<file path="src/rtl/time_fmt_pkg.sv">
// Shared types and constants for the picosecond-to-ASCII nanosecond serializer.
// Holds the FSM state encoding, ASCII codes and the integer-digit counting helper.
package time_fmt_pkg;

    typedef enum logic [2:0] {
        ST_IDLE,
        ST_CONV,
        ST_PAD,
        ST_DIGITS,
        ST_SUFFIX
    } state_t;

    localparam int BCD_DIGITS = 10;
    localparam int BCD_W      = 4 * BCD_DIGITS;

    localparam logic [7:0] ASCII_SPACE = 8'h20;
    localparam logic [7:0] ASCII_ZERO  = 8'h30;
    localparam logic [7:0] ASCII_DOT   = 8'h2E;
    localparam logic [7:0] ASCII_N     = 8'h6E;
    localparam logic [7:0] ASCII_S     = 8'h73;

    // Integer part lives in digits 9..3; a value below 1 ns still prints one '0'.
    function automatic logic [3:0] int_digit_count(input logic [BCD_W-1:0] bcd);
        logic [3:0] cnt;
        cnt = 4'd1;
        for (int i = 3; i < BCD_DIGITS; i++) begin
            if (bcd[i*4 +: 4] != 4'd0) cnt = 4'(i - 2);
        end
        return cnt;
    endfunction

endpackage

</file>
<file path="src/rtl/bin2bcd_seq.sv">
// Sequential double-dabble: 32-bit binary to 10 BCD digits, one bit per cycle.
// The first bit is consumed on the start cycle, so done rises 31 cycles later.
module bin2bcd_seq
    import time_fmt_pkg::*;
(
    input  logic             clk,
    input  logic             rst,
    input  logic             start,
    input  logic [31:0]      bin,
    output logic             done,
    output logic [BCD_W-1:0] bcd
);

    logic [30:0] shift_q;
    logic [4:0]  cnt_q;
    logic        busy_q;

    function automatic logic [BCD_W-1:0] dabble_step(input logic [BCD_W-1:0] cur,
                                                    input logic             in_bit);
        logic [BCD_W-1:0] adj;
        logic [3:0]       d;
        for (int i = 0; i < BCD_DIGITS; i++) begin
            d = cur[i*4 +: 4];
            if (d >= 4'd5) d = d + 4'd3;
            adj[i*4 +: 4] = d;
        end
        return {adj[BCD_W-2:0], in_bit};
    endfunction

    // NOTE: sequential state uses non-blocking assignments so every register
    // samples pre-edge values; blocking here would create order-dependent races.
    always_ff @(posedge clk) begin
        if (rst) begin
            bcd     <= '0;
            shift_q <= '0;
            cnt_q   <= '0;
            busy_q  <= 1'b0;
        end else if (start) begin
            bcd     <= dabble_step('0, bin[31]);
            shift_q <= bin[30:0];
            cnt_q   <= 5'd31;
            busy_q  <= 1'b1;
        end else if (cnt_q != 5'd0) begin
            bcd     <= dabble_step(bcd, shift_q[30]);
            shift_q <= {shift_q[29:0], 1'b0};
            cnt_q   <= cnt_q - 5'd1;
        end
    end

    assign done = busy_q && (cnt_q == 5'd0);

endmodule

</file>
<file path="src/rtl/time_fmt_serializer.sv">
// Converts a picosecond timestamp into a right-aligned ASCII "<int>.<frac>ns"
// string, streamed one character per cycle over a valid/ready interface.
module time_fmt_serializer
    import time_fmt_pkg::*;
#(
    parameter int FRAC_DIGITS = 2,
    parameter int MIN_WIDTH   = 10
) (
    input  logic        clk,
    input  logic        rst,
    input  logic [31:0] t_val,
    input  logic        t_valid,
    output logic        t_ready,
    output logic [7:0]  c_data,
    output logic        c_valid,
    input  logic        c_ready,
    output logic        c_last
);

    localparam logic [3:0] LAST_IDX   = 4'(3 - FRAC_DIGITS);
    localparam int         FRAC_CHARS = (FRAC_DIGITS > 0) ? FRAC_DIGITS + 1 : 0;

    state_t           state, state_next;
    logic [BCD_W-1:0] bcd;
    logic             conv_done;
    logic             start;
    logic             xfer;
    logic [3:0]       int_len;
    int               pad_calc;
    logic [7:0]       pad_cnt;
    logic [3:0]       dig_idx;
    logic [3:0]       cur_digit;
    logic             at_dot;
    logic             suffix_s;

    assign start     = t_valid && t_ready;
    assign xfer      = c_valid && c_ready;
    assign cur_digit = bcd[{dig_idx, 2'b00} +: 4];

    bin2bcd_seq u_bin2bcd (
        .clk   (clk),
        .rst   (rst),
        .start (start),
        .bin   (t_val),
        .done  (conv_done),
        .bcd   (bcd)
    );

    always_comb begin
        int_len  = int_digit_count(bcd);
        pad_calc = MIN_WIDTH - (int'(int_len) + FRAC_CHARS + 2);
        if (pad_calc < 0) pad_calc = 0;
    end

    always_ff @(posedge clk) begin
        if (rst) state <= ST_IDLE;
        else     state <= state_next;
    end

    // NOTE: every always_comb output gets a default before the case so no path
    // leaves a signal unassigned, which would otherwise infer a latch.
    always_comb begin
        state_next = state;
        case (state)
            ST_IDLE:   if (start) state_next = ST_CONV;
            ST_CONV:   if (conv_done) state_next = (pad_calc > 0) ? ST_PAD : ST_DIGITS;
            ST_PAD:    if (xfer && pad_cnt == 8'd1) state_next = ST_DIGITS;
            ST_DIGITS: if (xfer && !at_dot && dig_idx == LAST_IDX) state_next = ST_SUFFIX;
            ST_SUFFIX: if (xfer && suffix_s) state_next = ST_IDLE;
            default:   state_next = ST_IDLE;
        endcase
    end

    // Outputs decode from registered state only, so they hold still during a stall.
    always_comb begin
        t_ready = (state == ST_IDLE);
        c_valid = (state == ST_PAD) || (state == ST_DIGITS) || (state == ST_SUFFIX);
        c_last  = (state == ST_SUFFIX) && suffix_s;
        c_data  = 8'h00;
        case (state)
            ST_PAD:    c_data = ASCII_SPACE;
            ST_DIGITS: c_data = at_dot ? ASCII_DOT : (ASCII_ZERO + {4'b0, cur_digit});
            ST_SUFFIX: c_data = suffix_s ? ASCII_S : ASCII_N;
            default:   c_data = 8'h00;
        endcase
    end

    // Lengths are latched once when CONV finishes; the stream then walks digits
    // from the most significant non-zero integer digit down to LAST_IDX.
    always_ff @(posedge clk) begin
        if (rst) begin
            pad_cnt  <= '0;
            dig_idx  <= '0;
            at_dot   <= 1'b0;
            suffix_s <= 1'b0;
        end else begin
            case (state)
                ST_CONV: if (conv_done) begin
                    pad_cnt  <= 8'(pad_calc);
                    dig_idx  <= int_len + 4'd2;
                    at_dot   <= 1'b0;
                    suffix_s <= 1'b0;
                end
                ST_PAD: if (xfer) pad_cnt <= pad_cnt - 8'd1;
                ST_DIGITS: if (xfer) begin
                    if (at_dot) begin
                        at_dot <= 1'b0;
                    end else if (dig_idx == 4'd3 && FRAC_DIGITS > 0) begin
                        at_dot  <= 1'b1;
                        dig_idx <= 4'd2;
                    end else begin
                        dig_idx <= dig_idx - 4'd1;
                    end
                end
                ST_SUFFIX: if (xfer) suffix_s <= 1'b1;
                default: ;
            endcase
        end
    end

endmodule

</file>
<file path="config.mk">
export PLATFORM = sky130hd
export DESIGN_NAME = time_fmt_serializer
export DESIGN_NICKNAME = d
export VERILOG_FILES = /design/src/rtl/time_fmt_pkg.sv /design/src/rtl/bin2bcd_seq.sv /design/src/rtl/time_fmt_serializer.sv
export SDC_FILE = /design/constraint.sdc
export NUM_CORES = 1
export LEC_CHECK = 0
export CORE_MARGIN = 8
export CORE_UTILIZATION = 30
export DETAILED_ROUTE_END_ITERATION = 12
export SYNTH_ARGS = -nofsm -noshare
export SYNTH_HDL_FRONTEND = slang
export SYNTH_HIERARCHICAL = 1
export SYNTH_SLANG_ARGS = --single-unit
</file>
<file path="constraint.sdc">
create_clock -name clk -period 3.42 [get_ports clk]
set_clock_uncertainty 0.2 [all_clocks]
set_input_delay 0.513 -clock clk [delete_from_list [all_inputs] [get_ports clk]]
set_output_delay 0.513 -clock clk [all_outputs]
set_load 0.1 [all_outputs]
</file>
==> results.md, run 1 <==
* Status: finished, final reports clean
* Path class of the lowest-slack min-delay path: reg2reg
* Grt total ovfl at 0
* CP Max Fanout at 9
* Post-synth top area share at 33.5%
* Via-per-instance ratio at 5.18
* Number of hold-repair buffers added at the cts stage at 0
* Worst-case setup margin in the final layout at 0.413 ns
* Average size of a mapped cell at 8.69 µm²
* Fin Setup TNS at 0 ns
* Instance area after placement at 0.00619 mm²
* Die Width at 153 µm
* Core Area at 0.0185 mm²
* Sequential-to-total area share from yosys stat at 33.5%
* Number of distinct library cell variants in the gate-level netlist after synthesis at 58
* Number of buffers inserted during clock tree synthesis at 9
* Length of the first detailed-routing pass in iterations at 5
* First-pass GRT wire length at 21500 µm
* Post-CTS resize count at 0
* Minimum clock period after layout at 3.01 ns
* Full die area at 0.0233 mm²
* Synth-to-Final Area Change at 15.8%
* Area of all placed cells without fillers at 0.00650 mm²
* Per-cell routed wire length at 14.0 µm
* Maximum number of pins on one net before global-route repair at 75
* Worst setup EP type: output port
* Detailed-placement wirelength estimate at 8590 µm
* Iteration-0 DRC count of the detailed router at 322
* Worst setup startpoint: dig_idx[0]$_SDFFE_PP0P_
* Number of sinks on the clock net at 94
* Fill count at 1891
* Seq cells post-synth at 94
* Setup repair after global routing missed its margin: false
* Port Buffer Count at 45
* Post-Syn Area at 0.00561 mm²
* Final weighted congestion of routability-driven global placement at 0.774
* Maxcap violations at 0
* Hold Violations, Final at 0
* Final clock period utilization by the worst path at 87.9%
* Worst Path Class, Setup: reg2out
* Pleak at 2.44 nW
* Number of pins with negative max-slew slack in the final report at 0
* Ant diodes at 0
* Number of standard-cell rows in the floorplan at 50
* Hold_sp: u_bin2bcd/busy_q$_SDFFE_PP0P_
* Setup violators final at 0
* Deepest level of the CTS H-tree at 3
* Most used flip-flop cell after synthesis: sky130_fd_sc_hd__dfxtp_1
* Most frequent cells after synthesis: sky130_fd_sc_hd__dfxtp_1 (94), sky130_fd_sc_hd__nor2_1 (71), sky130_fd_sc_hd__a21oi_1 (56)
* Count of mapped cells out of synthesis at 646
* Number of global-route vias before repair at 4272
* Launch point of the worst reg-to-reg path: u_bin2bcd/bcd[32]$_SDFFE_PP0P_
* Total wirelength of the detailed-routed design at 12600 µm
* Cell type contributing the most total cell area after synthesis: sky130_fd_sc_hd__dfxtp_1
* Die span in y at 153 µm
* Critical path launch point type: flip-flop
* Share of cells above drive strength 1 at 12.5%
* Transition time of the tightest slew-check pin at 0.804 ns
* Count leader, synth: sky130_fd_sc_hd__dfxtp_1
* Clock transition time at the flip-flop clock pins of the worst setup and hold paths at 0.07 ns
* Routed Antenna Nets at 0
* EDFF count, synth at 0
* Arrival @ worst endpoint at 2.29 ns
* Power per cell area at 518 mW/mm²
* Cell at the root of the clock tree: sky130_fd_sc_hd__clkbuf_16
* Post-route DRC violation count at 0
* Post-CTS setup buffer count at 0
* TritonCTS clock tree: done
* Vias at 4680
* Nets in the synthesized netlist at 711
* Antenna violations before repair at 0
* Cell types occupying the most area after synthesis: sky130_fd_sc_hd__dfxtp_1 (34%), sky130_fd_sc_hd__ha_1 (6.5%), sky130_fd_sc_hd__mux2i_1 (6.4%)
* Minimum setup slack after placement at 0.789 ns
* Buffer depth of the longest clock path at 2
* FFs w/ async S/R, synth at 0%
* Insertion delay to the later sink of the worst-skew pair at 0.36 ns
* Req. time, crit path at 2.71 ns
* Worst slew margin at 46.4%
* Starting density of the core at 30.3%
* Worst VDD drop at 0.234 mV
* Total of warnings raised by yosys at 6
* Net count reported at finish at 730
* GRT Resource Usage Total at 10.9%
* Num ports at 47
* Max Clk Rate at 333 MHz
[cells by family (layout without fill, tap and decap cells)]
| logic type | after synthesis | count (layout) | share of synthesized area [%] |
|---|---|---|---|
| compound gates | 126 | 126 | 13.0 |
| xor+xnor | 5 | 5 | 0.780 |
| fa+ha+maj | 29 | 29 | 6.47 |
| buf+inv | 79 | 103 | 6.35 |
| flops | 94 | 94 | 33.5 |
| mux | 79 | 79 | 16.8 |
| other cells | 1 | 1 | 0.0668 |
| simple gates | 233 | 233 | 23.0 |
[state kept, by name, indices dropped and copies added, names as in the netlist]
| signal | flops |
|---|---|
| u_bin2bcd/shift_q | 31 |
| at_dot | 1 |
| pad_cnt | 8 |
| dig_idx | 4 |
| suffix_s | 1 |
| u_bin2bcd/cnt_q | 5 |
| u_bin2bcd/bcd | 40 |
| u_bin2bcd/busy_q | 1 |
| state | 3 |
[power breakdown]
part	internal, mW	switching, mW
clock	0.582	0.472
sequential	1.21	0.115
combinational	0.425	0.563
[worst max-delay path, cell delays in order, from the launching register on]
cell,delay [ns]
sky130_fd_sc_hd__dfxtp_1,0.60
sky130_fd_sc_hd__mux4_1,0.62
sky130_fd_sc_hd__mux2i_1,0.16
sky130_fd_sc_hd__nor2_1,0.06
sky130_fd_sc_hd__a21oi_1,0.21
sky130_fd_sc_hd__o31ai_2,0.11
sky130_fd_sc_hd__buf_12,0.19
[final cells by class]
cell class                 count  area, µm²  area share (%)
tap                          234        293            4.51
clock buffer                  10        229            3.52
multi-input combinational    473       3400            52.3
sequential                    94       1880            29.0
clock inverter                 6       76.3            1.17
inverter                      34        128            1.96
timing repair buffer          53        493            7.59
[per-stage QoR]
stage	power (mW)	util, %	hold WS [ns]	cells
6_report	3.36	35.1	0.277	904
5_1_grt	3.57	35.1	0.309	904
4_1_cts	3.40	35.1	0.284	904
3_5_place_dp	2.34	33.4	0.268	888
3_3_place_gp	2.33	33.4	0.243	888
2_1_floorplan	2.13	-	0.232	646
[cell usage in the layout, fill, tap and decap left out, types with 3 or more instances in the layout]
cell type | synthesis | final
sky130_fd_sc_hd__dfxtp_1 | 94 | 94
sky130_fd_sc_hd__nor2_1 | 71 | 70
sky130_fd_sc_hd__a21oi_1 | 56 | 56
sky130_fd_sc_hd__mux2i_1 | 36 | 36
sky130_fd_sc_hd__o21ai_0 | 36 | 35
sky130_fd_sc_hd__clkdlybuf4s50_1 | 0 | 34
sky130_fd_sc_hd__nand3_1 | 33 | 33
sky130_fd_sc_hd__inv_1 | 32 | 32
sky130_fd_sc_hd__ha_1 | 29 | 29
sky130_fd_sc_hd__mux2_2 | 25 | 25
sky130_fd_sc_hd__or4_1 | 21 | 21
sky130_fd_sc_hd__nand4_1 | 21 | 21
sky130_fd_sc_hd__nand2_1 | 17 | 17
sky130_fd_sc_hd__buf_4 | 2 | 17
sky130_fd_sc_hd__nand2b_1 | 15 | 15
sky130_fd_sc_hd__nor3b_1 | 11 | 11
sky130_fd_sc_hd__o311ai_1 | 10 | 10
sky130_fd_sc_hd__mux2_1 | 9 | 9
sky130_fd_sc_hd__clkbuf_16 | 0 | 9
sky130_fd_sc_hd__mux4_2 | 7 | 7
sky130_fd_sc_hd__nor4_1 | 6 | 6
sky130_fd_sc_hd__nand3b_1 | 6 | 6
sky130_fd_sc_hd__nor3_1 | 7 | 6
sky130_fd_sc_hd__or3_1 | 6 | 6
sky130_fd_sc_hd__xor2_1 | 5 | 5
sky130_fd_sc_hd__o21ai_1 | 3 | 4
sky130_fd_sc_hd__a22oi_1 | 4 | 4
sky130_fd_sc_hd__o221ai_1 | 3 | 3
sky130_fd_sc_hd__nor2b_1 | 3 | 3
sky130_fd_sc_hd__inv_6 | 0 | 3
[path summary, 6_finish.rpt]
path	slack (ns)	endpoint	cells after the start
setup / recovery	0.41	c_data[0]	6
hold / removal	0.28	u_bin2bcd/busy_q$_SDFFE_PP0P_	2
setup reg to reg	0.88	pad_cnt[0]$_SDFFE_PP0P_	7
hold reg to reg	0.28	u_bin2bcd/busy_q$_SDFFE_PP0P_	2
[routing by layer]
metal	global-route usage (%)	part of all wire (%)	vias up
met5	0	0	-
met4	3.58	1.4	0
met3	2.98	4.8	10
met2	16.5	44	93
met1	14.6	50	2186
li1	-	-	2391
(Power assumes the default switching activity.)
==> run 2: changes to the inputs <==
--- a/config.mk
+++ b/config.mk
@@ -7,8 +7,9 @@
 export LEC_CHECK = 0
 export CORE_MARGIN = 8
 export CORE_UTILIZATION = 30
+export CTS_BUF_LIST = sky130_fd_sc_hd__clkbuf_8
 export DETAILED_ROUTE_END_ITERATION = 12
+export SETUP_SLACK_MARGIN = 0.2
 export SYNTH_ARGS = -nofsm -noshare
 export SYNTH_HDL_FRONTEND = slang
-export SYNTH_HIERARCHICAL = 1
 export SYNTH_SLANG_ARGS = --single-unit
==> run 2 against run 1 <==
Wire length increased by 0.93%. Largest power group unchanged. Worst setup slack lost 0.025 ns. Core utilization shrank 0.13 points. Highest routed layer unchanged. Total power down 4.2%. Critical path type unchanged. Register-to-register slack worse by 0.09 ns.
==> results.md, run 2 <==
* Detailed-placement wirelength estimate at 8860 µm
* Deepest level of the CTS H-tree at 3
* Worst flop-to-flop path endpoint: state[0]$_SDFFE_PP0P_
* Number of pins with negative max-slew slack in the final report at 0
* Worst slew margin at 54.1%
* Number of standard-cell rows in the floorplan at 49
* Final clock period utilization by the worst path at 88.7%
* Max Clk Rate at 330 MHz
* Port Buffer Count at 45
* Top library cells by usage in the layout, fill and taps aside: sky130_fd_sc_hd__nand2_1 (120), sky130_fd_sc_hd__dfxtp_1 (94), sky130_fd_sc_hd__nor2_1 (71)
* Path class of the lowest-slack min-delay path: reg2reg
* Count of mapped cells out of synthesis at 678
* Most frequent cells after synthesis: sky130_fd_sc_hd__nand2_1 (121), sky130_fd_sc_hd__dfxtp_1 (94), sky130_fd_sc_hd__nor2_1 (71)
* Status: finished, final reports clean
* Antenna violations before repair at 0
* Grt total ovfl at 0
* TritonCTS clock tree: done
* Slowest cell on crit path: sky130_fd_sc_hd__dfxtp_1
* Total of warnings raised by yosys at 0
* Total power at 3.22 mW
* Die Width at 150 µm
* Number of global-route vias before repair at 4369
* Cell at the root of the clock tree: sky130_fd_sc_hd__clkbuf_8
* Crit path buf inv count at 2
* Arrival @ worst endpoint at 2.32 ns
* Final weighted congestion of routability-driven global placement at 0.812
* Post-CTS setup buffer count at 0
* Worst setup startpoint: dig_idx[0]$_SDFFE_PP0P_
* GRT Resource Usage Total at 11.4%
* Reg with most FFs: u_bin2bcd.bcd
* Num ports at 47
* Maximum number of pins on one net before global-route repair at 65
* Clock transition time at the flip-flop clock pins of the worst setup and hold paths at 0.10 ns
* Number of distinct library cell variants in the gate-level netlist after synthesis at 52
* Number of flip-flops under the largest register name at 40
* Biggest cell delay along the critical path at 0.57 ns
* Post-CTS resize count at 0
* Sequential-to-total area share from yosys stat at 35.1%
* Instance count on the critical path at 5
* Full die area at 0.0224 mm²
* Commonest non-fill, non-tap cell in the layout: sky130_fd_sc_hd__nand2_1
* Sequential Area at 0.00188 mm²
* Worst setup EP type: output port
* Setup repair after global routing missed its margin: false
* Critical path launch point type: flip-flop
* Cell type contributing the most total cell area after synthesis: sky130_fd_sc_hd__dfxtp_1
* Via-per-instance ratio at 5.02
* Cell types occupying the most area after synthesis: sky130_fd_sc_hd__dfxtp_1 (35%), sky130_fd_sc_hd__nand2_1 (8.5%), sky130_fd_sc_hd__ha_1 (6.8%)
* Post-synth top area share at 35.1%
* Area of the multi-input gates at 0.00320 mm²
* Post-route DRC violation count at 0
* Power per cell area at 520 mW/mm²
* Most frequent CP cell: sky130_fd_sc_hd__buf_4
* Hold Violations, Final at 0
* Iteration-0 DRC count of the detailed router at 228
* Worst VDD drop at 0.278 mV
* First-pass GRT wire length at 21300 µm
* Ant diodes at 0
* Average size of a mapped cell at 7.90 µm²
* Share of cells above drive strength 1 at 7.98%
* EDFF count, synth at 0
* Nets in the synthesized netlist at 743
* Total wirelength of the detailed-routed design at 12800 µm
* Synth-to-Final Area Change at 15.6%
* Seq cells post-synth at 94
* R2R Setup Slk at 0.79 ns
* Buffer depth of the longest clock path at 2
* Biggest registers after layout: u_bin2bcd.bcd (40), u_bin2bcd.shift_q (31), pad_cnt (8)
* Logic depth of the worst register-to-register path at 11
* Number of hold-repair buffers added at the cts stage at 0
* Fill count at 1864
* Starting density of the core at 30.2%
* Count leader, synth: sky130_fd_sc_hd__nand2_1
* Maxcap violations at 0
* Length of the first detailed-routing pass in iterations at 6
* Transition time of the tightest slew-check pin at 0.689 ns
* Setup violators final at 0
* Die span in y at 150 µm
* Number of buffers inserted during clock tree synthesis at 9
* Minimum clock period after layout at 3.03 ns
* Area of all placed cells without fillers at 0.00619 mm²
* Instance area after placement at 0.00600 mm²
* Vias at 4672
* FFs w/ async S/R, synth at 0%
* Net count reported at finish at 762
* Critical-path cell list: buf_4 -> mux4_2 -> mux2i_1 -> o221ai_1 -> buf_4
* CP Max Fanout at 13
* Number of sinks on the clock net at 94
* Worst Path Class, Setup: reg2out
* Insertion delay to the later sink of the worst-skew pair at 0.37 ns
* Kind of cell adding the most delay to the critical path: multiplexers
* Pleak at 2.24 nW
* Req. time, crit path at 2.71 ns
* Core Area at 0.0177 mm²
* Crit path to: c_data[2]
* Per-cell routed wire length at 13.7 µm
* Post-Syn Area at 0.00536 mm²
* Routed Antenna Nets at 0
* Most used flip-flop cell after synthesis: sky130_fd_sc_hd__dfxtp_1
* Launch point of the worst reg-to-reg path: u_bin2bcd.bcd[36]$_SDFFE_PP0P_
==> run 2: cell types whose count changed after synthesis, sizes merged, moves of 11 or more <==
| cell | change |
|---|---|
| nand3 | -16 |
| a211oi | +17 |
| nand2 | +104 |
| a311oi | +31 |
| mux2 | -33 |
| nand4 | -21 |
| mux2i | -21 |
| or4 | -22 |
| xnor2 | +11 |
==> run 2: layout make-up <==
class                      instances  area share, %
tap                              229           4.63
inverter                          32           1.94
clock buffer                       9           2.00
timing repair buffer              52           8.24
clock inverter                     7           1.17
multi-input combinational        508           51.6
sequential                        94           30.4
==> run 2: stage by stage <==
stage / setup TNS, ns / std cells / worst slack [ns] / util [%] / hold slack [ns]
floorplan: -1.48 / 678 / -0.715 / - / 0.241
global placement: 0 / 915 / 0.846 / 33.8 / 0.256
detailed placement: 0 / 915 / 0.780 / 33.8 / 0.260
CTS: 0 / 931 / 0.339 / 34.9 / 0.275
global route: 0 / 931 / 0.240 / 34.9 / 0.279
finish: 0 / 931 / 0.387 / 34.9 / 0.276
==> run 2: where the power goes <==
group | internal [mW] | switching, mW | total (mW)
Clock | 0.341 | 0.417 | 0.758
Sequential | 1.24 | 0.125 | 1.37
Combinational | 0.396 | 0.700 | 1.10
==> run 2: worst register-to-register path, cell delays in order (launching register included) <==
cell and delay [ns]:
sky130_fd_sc_hd__dfxtp_1 0.35, sky130_fd_sc_hd__inv_1 0.08, sky130_fd_sc_hd__ha_1 0.21, sky130_fd_sc_hd__nor3b_1 0.48, sky130_fd_sc_hd__nand2_1 0.18, sky130_fd_sc_hd__a41oi_1 0.31, sky130_fd_sc_hd__ha_1 0.22, sky130_fd_sc_hd__a21oi_1 0.07
sky130_fd_sc_hd__a21oi_1 0.15, sky130_fd_sc_hd__nor3_1 0.06, sky130_fd_sc_hd__o311ai_0 0.11, sky130_fd_sc_hd__o31ai_1 0.10
==> run 2: worst min path at each step <==
stage,slack (ns),cells after the start,to,from
2_1_floorplan,0.24,2,u_bin2bcd.bcd[33]$_SDFFE_PP0P_,u_bin2bcd.bcd[33]$_SDFFE_PP0P_
3_3_place_gp,0.26,2,u_bin2bcd.bcd[33]$_SDFFE_PP0P_,u_bin2bcd.bcd[33]$_SDFFE_PP0P_
3_5_place_dp,0.26,2,u_bin2bcd.bcd[33]$_SDFFE_PP0P_,u_bin2bcd.bcd[33]$_SDFFE_PP0P_
4_1_cts,0.27,2,u_bin2bcd.bcd[33]$_SDFFE_PP0P_,u_bin2bcd.bcd[33]$_SDFFE_PP0P_
5_1_grt,0.28,2,state[2]$_SDFFE_PP0P_,rst
6_report,0.28,2,u_bin2bcd.bcd[33]$_SDFFE_PP0P_,u_bin2bcd.bcd[33]$_SDFFE_PP0P_
==> run 2: kinds of logic (layout without fill, tap and decap cells) <==
family | Yosys count | after routing | synth area share [%]
compound gates | 166 | 166 | 19.9
other cells | 1 | 1 | 0.0700
simple gates | 270 | 270 | 23.1
mux | 25 | 25 | 6.59
buf+inv | 76 | 100 | 5.63
flops | 94 | 94 | 35.1
fa+ha+maj | 29 | 29 | 6.77
xor+xnor | 17 | 17 | 2.78
==> run 2: routing by layer <==
layer	share of wire (%)	GRT usage (%)	up-vias	wire (µm)
li1	-	-	2404	-
met1	49	15.3	2198	6300
met2	45	17.7	54	5780
met3	3.5	2.69	16	452
met4	1.7	3.48	0	222
met5	0	0	-	0
